$ cat src/rtl/cpu_if_pkg.sv
// cpu_if_pkg: shared constants for the CPU register bank.
//   Address map (byte addresses, word aligned), mode command codes,
//   access FSM state encodings and the core test register reset pattern.
package cpu_if_pkg;

  localparam logic [31:0] A_PORT      = 32'h0000_4000;
  localparam logic [31:0] A_MODE      = 32'h0000_4004;
  localparam logic [31:0] A_CNT_BASE  = 32'h0000_4100;
  localparam logic [31:0] A_TEST_BASE = 32'h0000_8000;
  localparam logic [31:0] A_STAT      = 32'h0000_8100;
  localparam logic [31:0] A_ERR       = 32'h0000_8200;

  localparam logic [7:0] MODE_ON  = 8'h55;
  localparam logic [7:0] MODE_OFF = 8'hAA;

  localparam logic [2:0] S_IDLE = 3'd0;
  localparam logic [2:0] S_CAPT = 3'd1;
  localparam logic [2:0] S_WAIT = 3'd2;
  localparam logic [2:0] S_EXEC = 3'd3;
  localparam logic [2:0] S_DONE = 3'd4;

  // Test reg i resets to TEST_RST[i % 4], truncated to the register width.
  localparam logic [3:0][31:0] TEST_RST = {32'hA5A5_A5A5, 32'h5A5A_5A5A,
                                           32'hFFFF_FFFF, 32'h0000_0000};

endpackage

$ cat src/rtl/cpu_if_regbank_if.sv
// cpu_if_regbank_if: board CPU bus.
//   master: drives strobes (cs/rd/we, active low), addr, wdata.
//   slave : drives rdata, rdata_oe_n, rdy_n (active low).
interface cpu_if_regbank_if #(
  parameter int ADDR_W = 16,
  parameter int DATA_W = 32
);
  logic              cpu_cs_n;
  logic              cpu_rd_n;
  logic              cpu_we_n;
  logic [ADDR_W-1:0] cpu_addr;
  logic [DATA_W-1:0] cpu_wdata;
  logic [DATA_W-1:0] cpu_rdata;
  logic              cpu_rdata_oe_n;
  logic              cpu_rdy_n;

  modport master (output cpu_cs_n, cpu_rd_n, cpu_we_n, cpu_addr, cpu_wdata,
                  input  cpu_rdata, cpu_rdata_oe_n, cpu_rdy_n);
  modport slave  (input  cpu_cs_n, cpu_rd_n, cpu_we_n, cpu_addr, cpu_wdata,
                  output cpu_rdata, cpu_rdata_oe_n, cpu_rdy_n);
endinterface

$ cat src/rtl/cpu_if_evt_cnt.sv
// cpu_if_evt_cnt: one event counter.
//   clk_i/rst_i : clock, sync active-high reset
//   evt_i       : async event level; each rising edge counts once
//   clr_i       : clear-on-read strobe
//   cnt_o       : saturating count
module cpu_if_evt_cnt #(
  parameter int CNT_W = 32
) (
  input  logic             clk_i,
  input  logic             rst_i,
  input  logic             evt_i,
  input  logic             clr_i,
  output logic [CNT_W-1:0] cnt_o
);
  logic [1:0]       sync_q;
  logic             prev_q;
  logic [CNT_W-1:0] cnt_q, cnt_d;
  logic             rise;

  assign rise = sync_q[1] & ~prev_q;

  // An edge landing in the clear cycle is not lost: it becomes the first count.
  always_comb begin
    cnt_d = cnt_q;
    if (rise)       cnt_d = clr_i ? CNT_W'(1) : ((&cnt_q) ? cnt_q : cnt_q + CNT_W'(1));
    else if (clr_i) cnt_d = '0;
  end

  always_ff @(posedge clk_i) begin
    if (rst_i) begin
      sync_q <= '0;
      prev_q <= 1'b0;
      cnt_q  <= '0;
    end else begin
      sync_q <= {sync_q[0], evt_i};
      prev_q <= sync_q[1];
      cnt_q  <= cnt_d;
    end
  end

  assign cnt_o = cnt_q;
endmodule

$ cat src/rtl/cpu_if_regbank.sv
// cpu_if_regbank: synchronous CPU register bank.
//   clk_50m, rst_core     : clock, sync active-high reset
//   bus (slave)           : async CPU bus, resynchronised; RDY handshake
//   evt_in                : event levels feeding NUM_CNT clear-on-read counters
//   core_busy/a_err/d_err : core status
//   port_sel, mode        : control outputs
//   test_start, test_end  : one-cycle pulses after a mode write commits
//   test_regs             : reg i at [i*TEST_W +: TEST_W]
module cpu_if_regbank
  import cpu_if_pkg::*;
#(
  parameter int ADDR_W   = 16,
  parameter int DATA_W   = 32,
  parameter int NUM_TEST = 16,
  parameter int TEST_W   = 24,
  parameter int NUM_CNT  = 5,
  parameter int CNT_W    = 32,
  parameter int SYNC_STG = 2
) (
  input  logic                       clk_50m,
  input  logic                       rst_core,
  cpu_if_regbank_if.slave            bus,
  input  logic [NUM_CNT-1:0]         evt_in,
  input  logic                       core_busy,
  input  logic                       core_a_err,
  input  logic                       core_d_err,
  output logic                       port_sel,
  output logic                       mode,
  output logic                       test_start,
  output logic                       test_end,
  output logic [NUM_TEST*TEST_W-1:0] test_regs
);
  localparam int WA_W = ADDR_W - 2;

  logic [SYNC_STG-1:0] cs_sq, rd_sq, we_sq;
  logic cs_s, rd_s, we_s;
  logic [2:0] state_q, state_d;
  logic [WA_W-1:0] waddr_q, waddr_d;
  logic [DATA_W-1:0] wdata_q, wdata_d, rdata_q, rdata_d, rd_mux;
  logic wr_q, wr_d, oe_n_q, oe_n_d, rdy_n_q, rdy_n_d;
  logic port_sel_q, port_sel_d, mode_q, mode_d;
  logic start_q, start_d, end_q, end_d;
  logic [NUM_TEST-1:0][TEST_W-1:0] test_q, test_d;
  logic [3:0] err_q, err_d, err_set, err_clr;
  logic a_prev_q, d_prev_q, a_rise, d_rise;
  logic [NUM_CNT-1:0][CNT_W-1:0] cnt_v;
  logic [NUM_CNT-1:0] clr_v;
  logic [5:0] idx;
  logic hit_port, hit_mode, hit_stat, hit_err, win_cnt, win_test, hit_test;
  logic need_wait, exec_wr, exec_rd;
  logic unused_addr;

  assign unused_addr = ^bus.cpu_addr[1:0];
  assign cs_s = cs_sq[SYNC_STG-1];
  assign rd_s = rd_sq[SYNC_STG-1];
  assign we_s = we_sq[SYNC_STG-1];

  // Decode works on the latched word address.
  assign idx      = waddr_q[5:0];
  assign hit_port = waddr_q == A_PORT[ADDR_W-1:2];
  assign hit_mode = waddr_q == A_MODE[ADDR_W-1:2];
  assign hit_stat = waddr_q == A_STAT[ADDR_W-1:2];
  assign hit_err  = waddr_q == A_ERR[ADDR_W-1:2];
  assign win_cnt  = waddr_q[WA_W-1:6] == A_CNT_BASE[ADDR_W-1:8];
  assign win_test = waddr_q[WA_W-1:6] == A_TEST_BASE[ADDR_W-1:8];
  assign hit_test = win_test && (int'(idx) < NUM_TEST);

  // Port changes and test reg writes in test mode must not race a busy core.
  assign need_wait = core_busy && (hit_port || (hit_test && mode_q));
  assign exec_wr   = (state_q == S_EXEC) && wr_q;
  assign exec_rd   = (state_q == S_EXEC) && !wr_q;

  assign a_rise  = core_a_err & ~a_prev_q;
  assign d_rise  = core_d_err & ~d_prev_q;
  assign err_set = !mode_q ? 4'b0 :
                   port_sel_q ? {d_rise, a_rise, 2'b00} : {2'b00, d_rise, a_rise};
  assign err_clr = (exec_wr && hit_err) ? wdata_q[3:0] : 4'b0;

  for (genvar g = 0; g < NUM_CNT; g++) begin : g_cnt
    assign clr_v[g] = exec_rd && win_cnt && (idx == 6'(g));
    cpu_if_evt_cnt #(.CNT_W(CNT_W)) u_cnt (
      .clk_i(clk_50m), .rst_i(rst_core), .evt_i(evt_in[g]),
      .clr_i(clr_v[g]), .cnt_o(cnt_v[g])
    );
  end

  always_comb begin
    rd_mux = '0;
    if (hit_port) rd_mux = DATA_W'(port_sel_q);
    if (hit_mode) rd_mux = DATA_W'(mode_q);
    if (hit_stat) rd_mux = DATA_W'({port_sel_q, mode_q, core_busy, core_a_err, core_d_err});
    if (hit_err)  rd_mux = DATA_W'(err_q);
    for (int i = 0; i < NUM_CNT; i++)
      if (win_cnt && idx == 6'(i)) rd_mux = DATA_W'(cnt_v[i]);
    for (int i = 0; i < NUM_TEST; i++)
      if (win_test && idx == 6'(i)) rd_mux = DATA_W'(test_q[i]);
  end

  always_comb begin
    state_d = state_q; waddr_d = waddr_q; wdata_d = wdata_q; wr_d = wr_q;
    rdata_d = rdata_q; oe_n_d = oe_n_q; rdy_n_d = rdy_n_q;
    port_sel_d = port_sel_q; mode_d = mode_q; start_d = 1'b0; end_d = 1'b0;
    test_d = test_q;
    err_d  = (err_q & ~err_clr) | err_set;  // set wins
    case (state_q)
      S_IDLE: if (!cs_s && (!rd_s || !we_s)) begin
        state_d = S_CAPT;
        waddr_d = bus.cpu_addr[ADDR_W-1:2];
        wdata_d = bus.cpu_wdata;
        wr_d    = !we_s;  // write wins if both strobes are low
      end
      S_CAPT: state_d = (wr_q && need_wait) ? S_WAIT : S_EXEC;
      S_WAIT: if (!core_busy) state_d = S_EXEC;
      S_EXEC: begin
        state_d = S_DONE;
        rdy_n_d = 1'b0;
        if (!wr_q) begin
          rdata_d = rd_mux;
          oe_n_d  = 1'b0;
        end else begin
          if (hit_port) port_sel_d = wdata_q[0];
          if (hit_mode && wdata_q == DATA_W'(MODE_ON)) begin
            mode_d = 1'b1; start_d = !mode_q; end_d = 1'b1;
          end
          if (hit_mode && wdata_q == DATA_W'(MODE_OFF)) begin
            mode_d = 1'b0; end_d = 1'b1;
          end
          for (int i = 0; i < NUM_TEST; i++)
            if (win_test && idx == 6'(i)) test_d[i] = wdata_q[TEST_W-1:0];
        end
      end
      S_DONE: if (cs_s) begin
        state_d = S_IDLE; rdy_n_d = 1'b1; oe_n_d = 1'b1;
      end
      default: state_d = S_IDLE;
    endcase
  end

  always_ff @(posedge clk_50m) begin
    if (rst_core) begin
      cs_sq <= '1; rd_sq <= '1; we_sq <= '1;
      state_q <= S_IDLE; waddr_q <= '0; wdata_q <= '0; wr_q <= 1'b0;
      rdata_q <= '0; oe_n_q <= 1'b1; rdy_n_q <= 1'b1;
      port_sel_q <= 1'b0; mode_q <= 1'b0; start_q <= 1'b0; end_q <= 1'b0;
      err_q <= '0; a_prev_q <= 1'b0; d_prev_q <= 1'b0;
      for (int i = 0; i < NUM_TEST; i++) test_q[i] <= TEST_W'(TEST_RST[i[1:0]]);
    end else begin
      cs_sq <= {cs_sq[SYNC_STG-2:0], bus.cpu_cs_n};
      rd_sq <= {rd_sq[SYNC_STG-2:0], bus.cpu_rd_n};
      we_sq <= {we_sq[SYNC_STG-2:0], bus.cpu_we_n};
      state_q <= state_d; waddr_q <= waddr_d; wdata_q <= wdata_d; wr_q <= wr_d;
      rdata_q <= rdata_d; oe_n_q <= oe_n_d; rdy_n_q <= rdy_n_d;
      port_sel_q <= port_sel_d; mode_q <= mode_d; start_q <= start_d; end_q <= end_d;
      err_q <= err_d; a_prev_q <= core_a_err; d_prev_q <= core_d_err;
      test_q <= test_d;
    end
  end

  assign bus.cpu_rdata      = rdata_q;
  assign bus.cpu_rdata_oe_n = oe_n_q;
  assign bus.cpu_rdy_n      = rdy_n_q;
  assign port_sel   = port_sel_q;
  assign mode       = mode_q;
  assign test_start = start_q;
  assign test_end   = end_q;
  assign test_regs  = test_q;
endmodule

$ cat src/flat_wrapper.sv
// flat-port wrapper written by rule: the top's interface ports become plain ports
module cpu_if_regbank_flat import cpu_if_pkg::*;
#(
  parameter int ADDR_W   = 16,
  parameter int DATA_W   = 32,
  parameter int NUM_TEST = 16,
  parameter int TEST_W   = 24,
  parameter int NUM_CNT  = 5,
  parameter int CNT_W    = 32,
  parameter int SYNC_STG = 2
)
  (clk_50m, rst_core, evt_in, core_busy, core_a_err, core_d_err, port_sel, mode, test_start, test_end, test_regs, bus_cpu_cs_n, bus_cpu_rd_n, bus_cpu_we_n, bus_cpu_addr, bus_cpu_wdata, bus_cpu_rdata, bus_cpu_rdata_oe_n, bus_cpu_rdy_n);
  cpu_if_regbank_if #(.ADDR_W(ADDR_W), .DATA_W(DATA_W)) bus_i ();
  input  logic clk_50m;
  input  logic rst_core;
  input  logic [NUM_CNT-1:0] evt_in;
  input  logic core_busy;
  input  logic core_a_err;
  input  logic core_d_err;
  output logic port_sel;
  output logic mode;
  output logic test_start;
  output logic test_end;
  output logic [NUM_TEST*TEST_W-1:0] test_regs;
  input wire logic [$bits(bus_i.cpu_cs_n)-1:0] bus_cpu_cs_n;
  input wire logic [$bits(bus_i.cpu_rd_n)-1:0] bus_cpu_rd_n;
  input wire logic [$bits(bus_i.cpu_we_n)-1:0] bus_cpu_we_n;
  input wire logic [$bits(bus_i.cpu_addr)-1:0] bus_cpu_addr;
  input wire logic [$bits(bus_i.cpu_wdata)-1:0] bus_cpu_wdata;
  output wire logic [$bits(bus_i.cpu_rdata)-1:0] bus_cpu_rdata;
  output wire logic [$bits(bus_i.cpu_rdata_oe_n)-1:0] bus_cpu_rdata_oe_n;
  output wire logic [$bits(bus_i.cpu_rdy_n)-1:0] bus_cpu_rdy_n;
  assign bus_i.cpu_cs_n = bus_cpu_cs_n;
  assign bus_i.cpu_rd_n = bus_cpu_rd_n;
  assign bus_i.cpu_we_n = bus_cpu_we_n;
  assign bus_i.cpu_addr = bus_cpu_addr;
  assign bus_i.cpu_wdata = bus_cpu_wdata;
  assign bus_cpu_rdata = bus_i.cpu_rdata;
  assign bus_cpu_rdata_oe_n = bus_i.cpu_rdata_oe_n;
  assign bus_cpu_rdy_n = bus_i.cpu_rdy_n;
  cpu_if_regbank #(.ADDR_W(ADDR_W), .DATA_W(DATA_W), .NUM_TEST(NUM_TEST), .TEST_W(TEST_W), .NUM_CNT(NUM_CNT), .CNT_W(CNT_W), .SYNC_STG(SYNC_STG)) u_core (.clk_50m(clk_50m), .rst_core(rst_core), .bus(bus_i), .evt_in(evt_in), .core_busy(core_busy), .core_a_err(core_a_err), .core_d_err(core_d_err), .port_sel(port_sel), .mode(mode), .test_start(test_start), .test_end(test_end), .test_regs(test_regs));
endmodule
$ cat config.mk
export PLATFORM = sky130hd
export DESIGN_NAME = cpu_if_regbank_flat
export DESIGN_NICKNAME = d
export VERILOG_FILES = /design/src/rtl/cpu_if_pkg.sv /design/src/rtl/cpu_if_regbank_if.sv /design/src/rtl/cpu_if_evt_cnt.sv /design/src/rtl/cpu_if_regbank.sv /design/src/flat_wrapper.sv
export SDC_FILE = /design/constraint.sdc
export NUM_CORES = 2
export LEC_CHECK = 0
export CAP_MARGIN = 20
export CORE_AREA = 2 2 282 284
export DETAILED_ROUTE_END_ITERATION = 8
export DIE_AREA = 0 0 284 286
export PLACE_DENSITY_LB_ADDON = 0.2
export SYNTH_ARGS = -nofsm -noshare
export SYNTH_HDL_FRONTEND = slang
export SYNTH_SLANG_ARGS = --single-unit
$ cat constraint.sdc
create_clock -name clk_50m -period 3.25 [get_ports clk_50m]
set_input_delay 0.4875 -clock clk_50m [delete_from_list [all_inputs] [get_ports clk_50m]]
set_output_delay 0.4875 -clock clk_50m [all_outputs]
set_load 0.03 [all_outputs]
=== After elaboration in Yosys (flattened, before gate mapping) ===
Cells that the tools add are included.

* Register bits after elaboration: 659
* Bits of input ports: 61
* Output and inout port bits: 422
* Logic and storage cells: 259

* Muxes and demuxes: 61
* Add/subtract/negate cells: 5
* Magnitude comparators: 1
* Reduce and logical (&&, ||, !) cells: 88
* Bitwise logic cells: 20
* Eq/ne operators: 36

{| class="wikitable"
|+ Operator list
! operator !! number
|-
| $mux W32 || 41
|-
| $add A32 B1 Y32 const B || 5
|-
| $reduce_and A32 Y1 || 5
|-
| $reduce_and A3 Y1 || 20
|-
| $eq A6 B4 Y1 const B || 8
|-
| $logic_and A1 B1 Y1 || 37
|-
| $eq A32 B7 Y1 const B || 1
|-
| $eq A32 B8 Y1 const B || 1
|-
| $eq A14 B13 Y1 const B || 2
|-
| $eq A14 B14 Y1 const B || 2
|-
| $eq A6 B3 Y1 const B || 4
|-
| $reduce_and A2 Y1 || 8
|-
| $pmux W3 S5 || 1
|-
| $ne A2 B2 Y1 const B || 7
|-
| $reduce_bool A2 Y1 || 7
|-
| $eq A6 B2 Y1 const B || 2
|-
| $mux W4 || 3
|-
| $mux W5 || 2
|-
| $not A1 Y1 || 10
|-
| $mux W1 || 9
|-
| $mux W3 || 3
|-
| $eq A8 B7 Y1 const B || 1
|-
| $eq A8 B8 Y1 const B || 1
|-
| $and A1 B1 Y1 || 7
|-
| 16 further kinds || 24
|}

=== Logic depth before layout (Yosys ltp) ===
* Depth after elaboration: 26
* Mapped depth: 11
* Mapped depth without buffers: 8

=== By module ===
From an unflattened synthesis, not the netlist that was laid out.

* Cells, all modules: 4063
* Area, all modules: 32212.1 sq um

{| class="wikitable"
|+ By module, submodules not included
! module !! instances !! seq. area each (sq um) !! area each (sq um) !! cells each
|-
| cpu_if_regbank || 1 || 9689.3 || 23009.6 || 2998
|-
| cpu_if_evt_cnt || 5 || 700.7 || 1840.5 || 213
|}

=== Worst setup path before layout ===
Ideal clock, no wire load.

* Kind: register to register
* Start: reg u_core.g_cnt[0].u_cnt.cnt_q[0]
* End: reg u_core.g_cnt[0].u_cnt.cnt_q[27]
* Path slack: 0.614 ns
* Setup time: 0.128 ns
* Cell stages (with the launch flop): 10
* Buffers on the path: 1
* Arrival: 2.508 ns
* Period minus slack after synthesis: 2.636 ns
* Required time: 3.122 ns
* Cells stage by stage: dfxtp_1 -> ha_1 -> nand4_1 -> or3_1 -> nor3_1 -> a21oi_1 -> clkbuf_1 -> o21ai_0 -> xor2_1 -> nor2_1

* Cells in the longest elaborated chain, start to end: 4

{| class="wikitable"
|+ Ends and longest elaborated chain
! what !! line !! text
|-
| start: declaration || cpu_if_evt_cnt.sv:17 || <nowiki>logic [CNT_W-1:0] cnt_q, cnt_d;</nowiki>
|-
| start signal: assignment || cpu_if_evt_cnt.sv:37 || <nowiki>cnt_q <= cnt_d;</nowiki>
|-
| $add A32 B1 Y32 || cpu_if_evt_cnt.sv:25 || <nowiki>if (rise) cnt_d = clr_i ? CNT_W'(1) : ((&cnt_q) ? cnt_q : cnt_q + CNT_W'(1));</nowiki>
|-
| $mux W32 (3 in a row) || cpu_if_evt_cnt.sv:25 ||
|}

Several ways; a longest one is shown, not always the timed one. The select of a mux whose other input is x is not followed.
A chain may end at the register's enable or synchronous reset.

=== Final worst setup path ===
* Start: reg u_core.waddr_q[0]
* End: reg u_core.rdata_q[1], in the netlist u_core.bus.cpu_rdata[1]

* Cells in the longest elaborated chain, start to end: 24

{| class="wikitable"
|+ Ends and longest elaborated chain
! what !! line !! text
|-
| start: declaration || cpu_if_regbank.sv:38 || <nowiki>logic [WA_W-1:0] waddr_q, waddr_d;</nowiki>
|-
| start signal: assignment || cpu_if_regbank.sv:151 || <nowiki>state_q <= state_d; waddr_q <= waddr_d; wdata_q <= wdata_d; wr_q <= wr_d;</nowiki>
|-
| $eq A14 B14 Y1 || cpu_if_regbank.sv:62 || <nowiki>assign hit_stat = waddr_q == A_STAT[ADDR_W-1:2];</nowiki>
|-
| $mux W5 || cpu_if_regbank.sv:91 || <nowiki>if (hit_stat) rd_mux = DATA_W'({port_sel_q, mode_q, core_busy, core_a_err, core_d_err});</nowiki>
|-
| $mux W5 || cpu_if_regbank.sv:92 || <nowiki>if (hit_err) rd_mux = DATA_W'(err_q);</nowiki>
|-
| $mux W32 (5 in a row) || cpu_if_regbank.sv:94 || <nowiki>if (win_cnt && idx == 6'(i)) rd_mux = DATA_W'(cnt_v[i]);</nowiki>
|-
| $mux W32 (15 in a row) || cpu_if_regbank.sv:96 || <nowiki>if (win_test && idx == 6'(i)) rd_mux = DATA_W'(test_q[i]);</nowiki>
|-
| $mux W32 * || cpu_if_regbank.sv:96 ||
|-
| end signal: assignment || cpu_if_regbank.sv:152 || <nowiki>rdata_q <= rdata_d; oe_n_q <= oe_n_d; rdy_n_q <= rdy_n_d;</nowiki>
|-
| end: declaration || cpu_if_regbank.sv:39 || <nowiki>logic [DATA_W-1:0] wdata_q, wdata_d, rdata_q, rdata_d, rd_mux;</nowiki>
|}

Every way passes the cells marked *; elsewhere a longest branch is shown, timed or not.

==> out/metrics.csv <==
metric,value,unit
status,"finished, final reports clean",
IO Port Bufs,480,
Root Buffer Master,clkbuf_16,
total CTS buffers,75,
commonest cells in the netlist,"949 x nand2_1, 659 x dfxtp_1, 404 x a21oi_1",
setup ws final,0.167,ns
"FFs w/ async S/R, synth",0,%
Chip Height,286,um
clk sink count,659,
FF-to-FF path depth,9,
RePlAce Congestion,1.05,
"Top FF cell, synth",dfxtp_1,
"Max FO, Critical Path",25,
placed cells,5487,
GRT Overall Usage,39.4,%
drt pass-1 iters,6,
Worst path most repeated cell,buf_4,
final worst-path cycle share,94.9,%
M2 GR Usage,61.7,%
worst setup path start,u_core.waddr_q[0],
Worst EP arrival,3.67,ns
most area-consuming cells after synthesis,"dfxtp_1 42%, nand2_1 11%, a21oi_1 6.5%",
total grt overflow,0,
WS Path Type,reg -> reg,
CP cell instances,buf_4 > nand2b_1 > buf_4 > a211oi_1 > a2111oi_0 > buf_4 > o2111ai_1 > a211o_1 > nand2_1,
met3 Use GR,9.64,%
fin cells,5626,
Yosys reg bits,659,
Rows,103,
final critical-path required period,3.08,ns
Startpoint Class,register,
Static Leak,14.2,nW
Clock Pin Slew Worst Setup and Hold Paths,0.06,ns
CTS tree,yes,
worst r2r src,u_core.waddr_q[0],
Final Util,51.7,%
critical path's slowest cell,a2111oi_0,
worst reg2reg endpoint,u_core.bus.cpu_rdata[1],
skew final,0.0314,ns
R2R setup slack,0.17,ns
met1 GRT Util,49.4,%
Worst EP required,3.84,ns
post-synth top area share,42.5,%
"Net Count, Synth",4111,
H-tree depth,3,
pre-CTS WS,0.104,ns
DR vias/cell,6.18,
PwrDens,427,nW/um2
Power Total,17.3,mW
crit-path max cell delay,0.67,ns
yosys warns,0,
I/O Pins,483,
share of layout cells above drive strength 1,10.4,%
# setup viols final,0,
global routing's busiest layer,met2,
RSZ-0062 raised after global routing,false,
die width,284,um
CP Capture Type,register,
Core Region,78400,um2
syn_area_per_cell,7.68,um2
Max VDD drop,0.325,mV
post-detail-place hpwl,122,mm
"Seq/Total Area, Yosys",42.5,%
CTS Hold Bufs,0,
fin. max-slew vios,0,
Starting Density,39.7,%
Die Area,81200,um2
Yosys cell types,82,
clk_lat worst skew,0.64,ns
largest net degree at the start of global routing,141,
vias in the first global route,32400,
Hold Path Class,in -> reg,
Max-Cap Viols,0,
initial antenna violation count,10,
Max Clock Freq,324,MHz
most numerous cell in the Yosys netlist,nand2_1,
Setup crit end,u_core.bus.cpu_rdata[1],
Antenna Nets Post-Route,0,
"Area growth, synth to finish",30.4,%
Post-synth EDFFs,0,
Iter 0 DRT Violations,4729,
Fin Setup TNS,0,ns
Post-Syn Area,31100,um2
Fin. Hold Viols,0,
Slew @ Worst Pin,1.16,ns
routed len/inst,29.7,um
Routed WL,167,mm
Max Root-Sink Buffers,3,
DR DRC count,0,
vias post-DR,34800,
first-pass GRT wire length,235,mm
Post-Synthesis Cells,4045,
largest area contributor in the netlist,dfxtp_1,
Slew headroom,22.5,%
Final nets,4582,
-- critical path, delay by kind of cell, from the launching register on --
kind | cells | cell delay, ns
flops | 1 | 0.36
buf+inv | 3 | 0.94
compound gates | 4 | 1.46
simple gates | 2 | 0.27
-- registers in the layout (all words and copies together) (netlist names), 4 cells and up --
signal / cells
u_core.g_cnt.u_cnt.cnt_o: 160
u_core.bus.cpu_rdata: 32
u_core.g_cnt.u_cnt.prev_q: 5
u_core.err_q: 4
u_core.test_regs: 384
u_core.g_cnt.u_cnt.sync_q: 10
u_core.waddr_q: 14
u_core.wdata_q: 32
-- layout by cell type (no fill, tap or decap), types with 42 or more instances in the layout --
master / count
clkdlybuf4s50_1: 479
mux2i_1: 84
nand4_1: 50
and3_1: 42
nor2_1: 302
xnor2_1: 46
o21ai_0: 164
nor3_1: 69
nand2_1: 949
xor2_1: 65
buf_4: 235
clkbuf_16: 76
nand3_1: 243
dfxtp_1: 657
a21oi_1: 404
-- worst min-delay path by stage --
stage | startpoint | endpoint | slack [ns] | cells past startpoint
2_1_floorplan | u_core.cs_sq[0] | u_core.cs_sq[1] | 0.39 | 1
3_3_place_gp | u_core.cs_sq[0] | u_core.cs_sq[1] | 0.39 | 1
3_5_place_dp | u_core.cs_sq[0] | u_core.cs_sq[1] | 0.39 | 1
4_1_cts | rst_core | u_core.test_regs[240] | 0.19 | 2
5_1_grt | rst_core | u_core.test_regs[250] | 0.22 | 2
6_report | rst_core | u_core.test_regs[240] | 0.21 | 2
-- per-layer routing --
metal | vias to the layer above | share of wire (%)
met1 | 16700 | 38
li1 | 15100 | -
met4 | 14 | 6.7
met5 | - | 0.053
met2 | 2429 | 44
met3 | 518 | 11
-- stage by stage --
stage / hold WS (ns) / cell area, um2
after floorplan: 0.389 / 31100
after global placement: 0.393 / 38100
after detailed placement: 0.394 / 38100
after CTS: 0.194 / 40500
after global routing: 0.217 / 40500
final: 0.207 / 40500
-- where the power goes --
group	switching, mW	internal, mW	leakage (nW)
Sequential	0.0229	8.10	5.32
Clock	3.64	4.88	1.20
Combinational	0.450	0.198	7.67
Total	4.11	13.2	14.2
-- cells by family (layout without fill, tap and decap cells) --
group           Yosys count  after routing  share of synthesized area, %
mux                     123            123                          4.59
flops                   659            659                          42.5
simple gates           1876           1876                          27.1
fa+ha+maj                 5              5                         0.201
buf+inv                 366            895                          4.65
xor+xnor                111            111                          3.13
compound gates          905            905                          17.8
other cells               0              2                             0
-- cell type report --
class	count	area [um2]
Timing Repair Buffer	734	6940
Clock inverter	24	224
Tap cell	1050	1310
Antenna cell	2	5.00
Fill cell	7668	37800
Multi-Input combinational cell	3020	16500
Sequential cell	659	13200
Clock buffer	111	2200
Inverter	26	103
-- timing repair --
| action | 4_1_cts | 5_1_grt |
|---|---|---|
| setup endpoints to repair | 0 | 2 |
| resized for setup | 0 | 2 |
| endpoints found under the hold margin | 0 | 0 |
| setup buffers | 0 | 0 |
No activity file was read; power rests on OpenSTA's default activity.
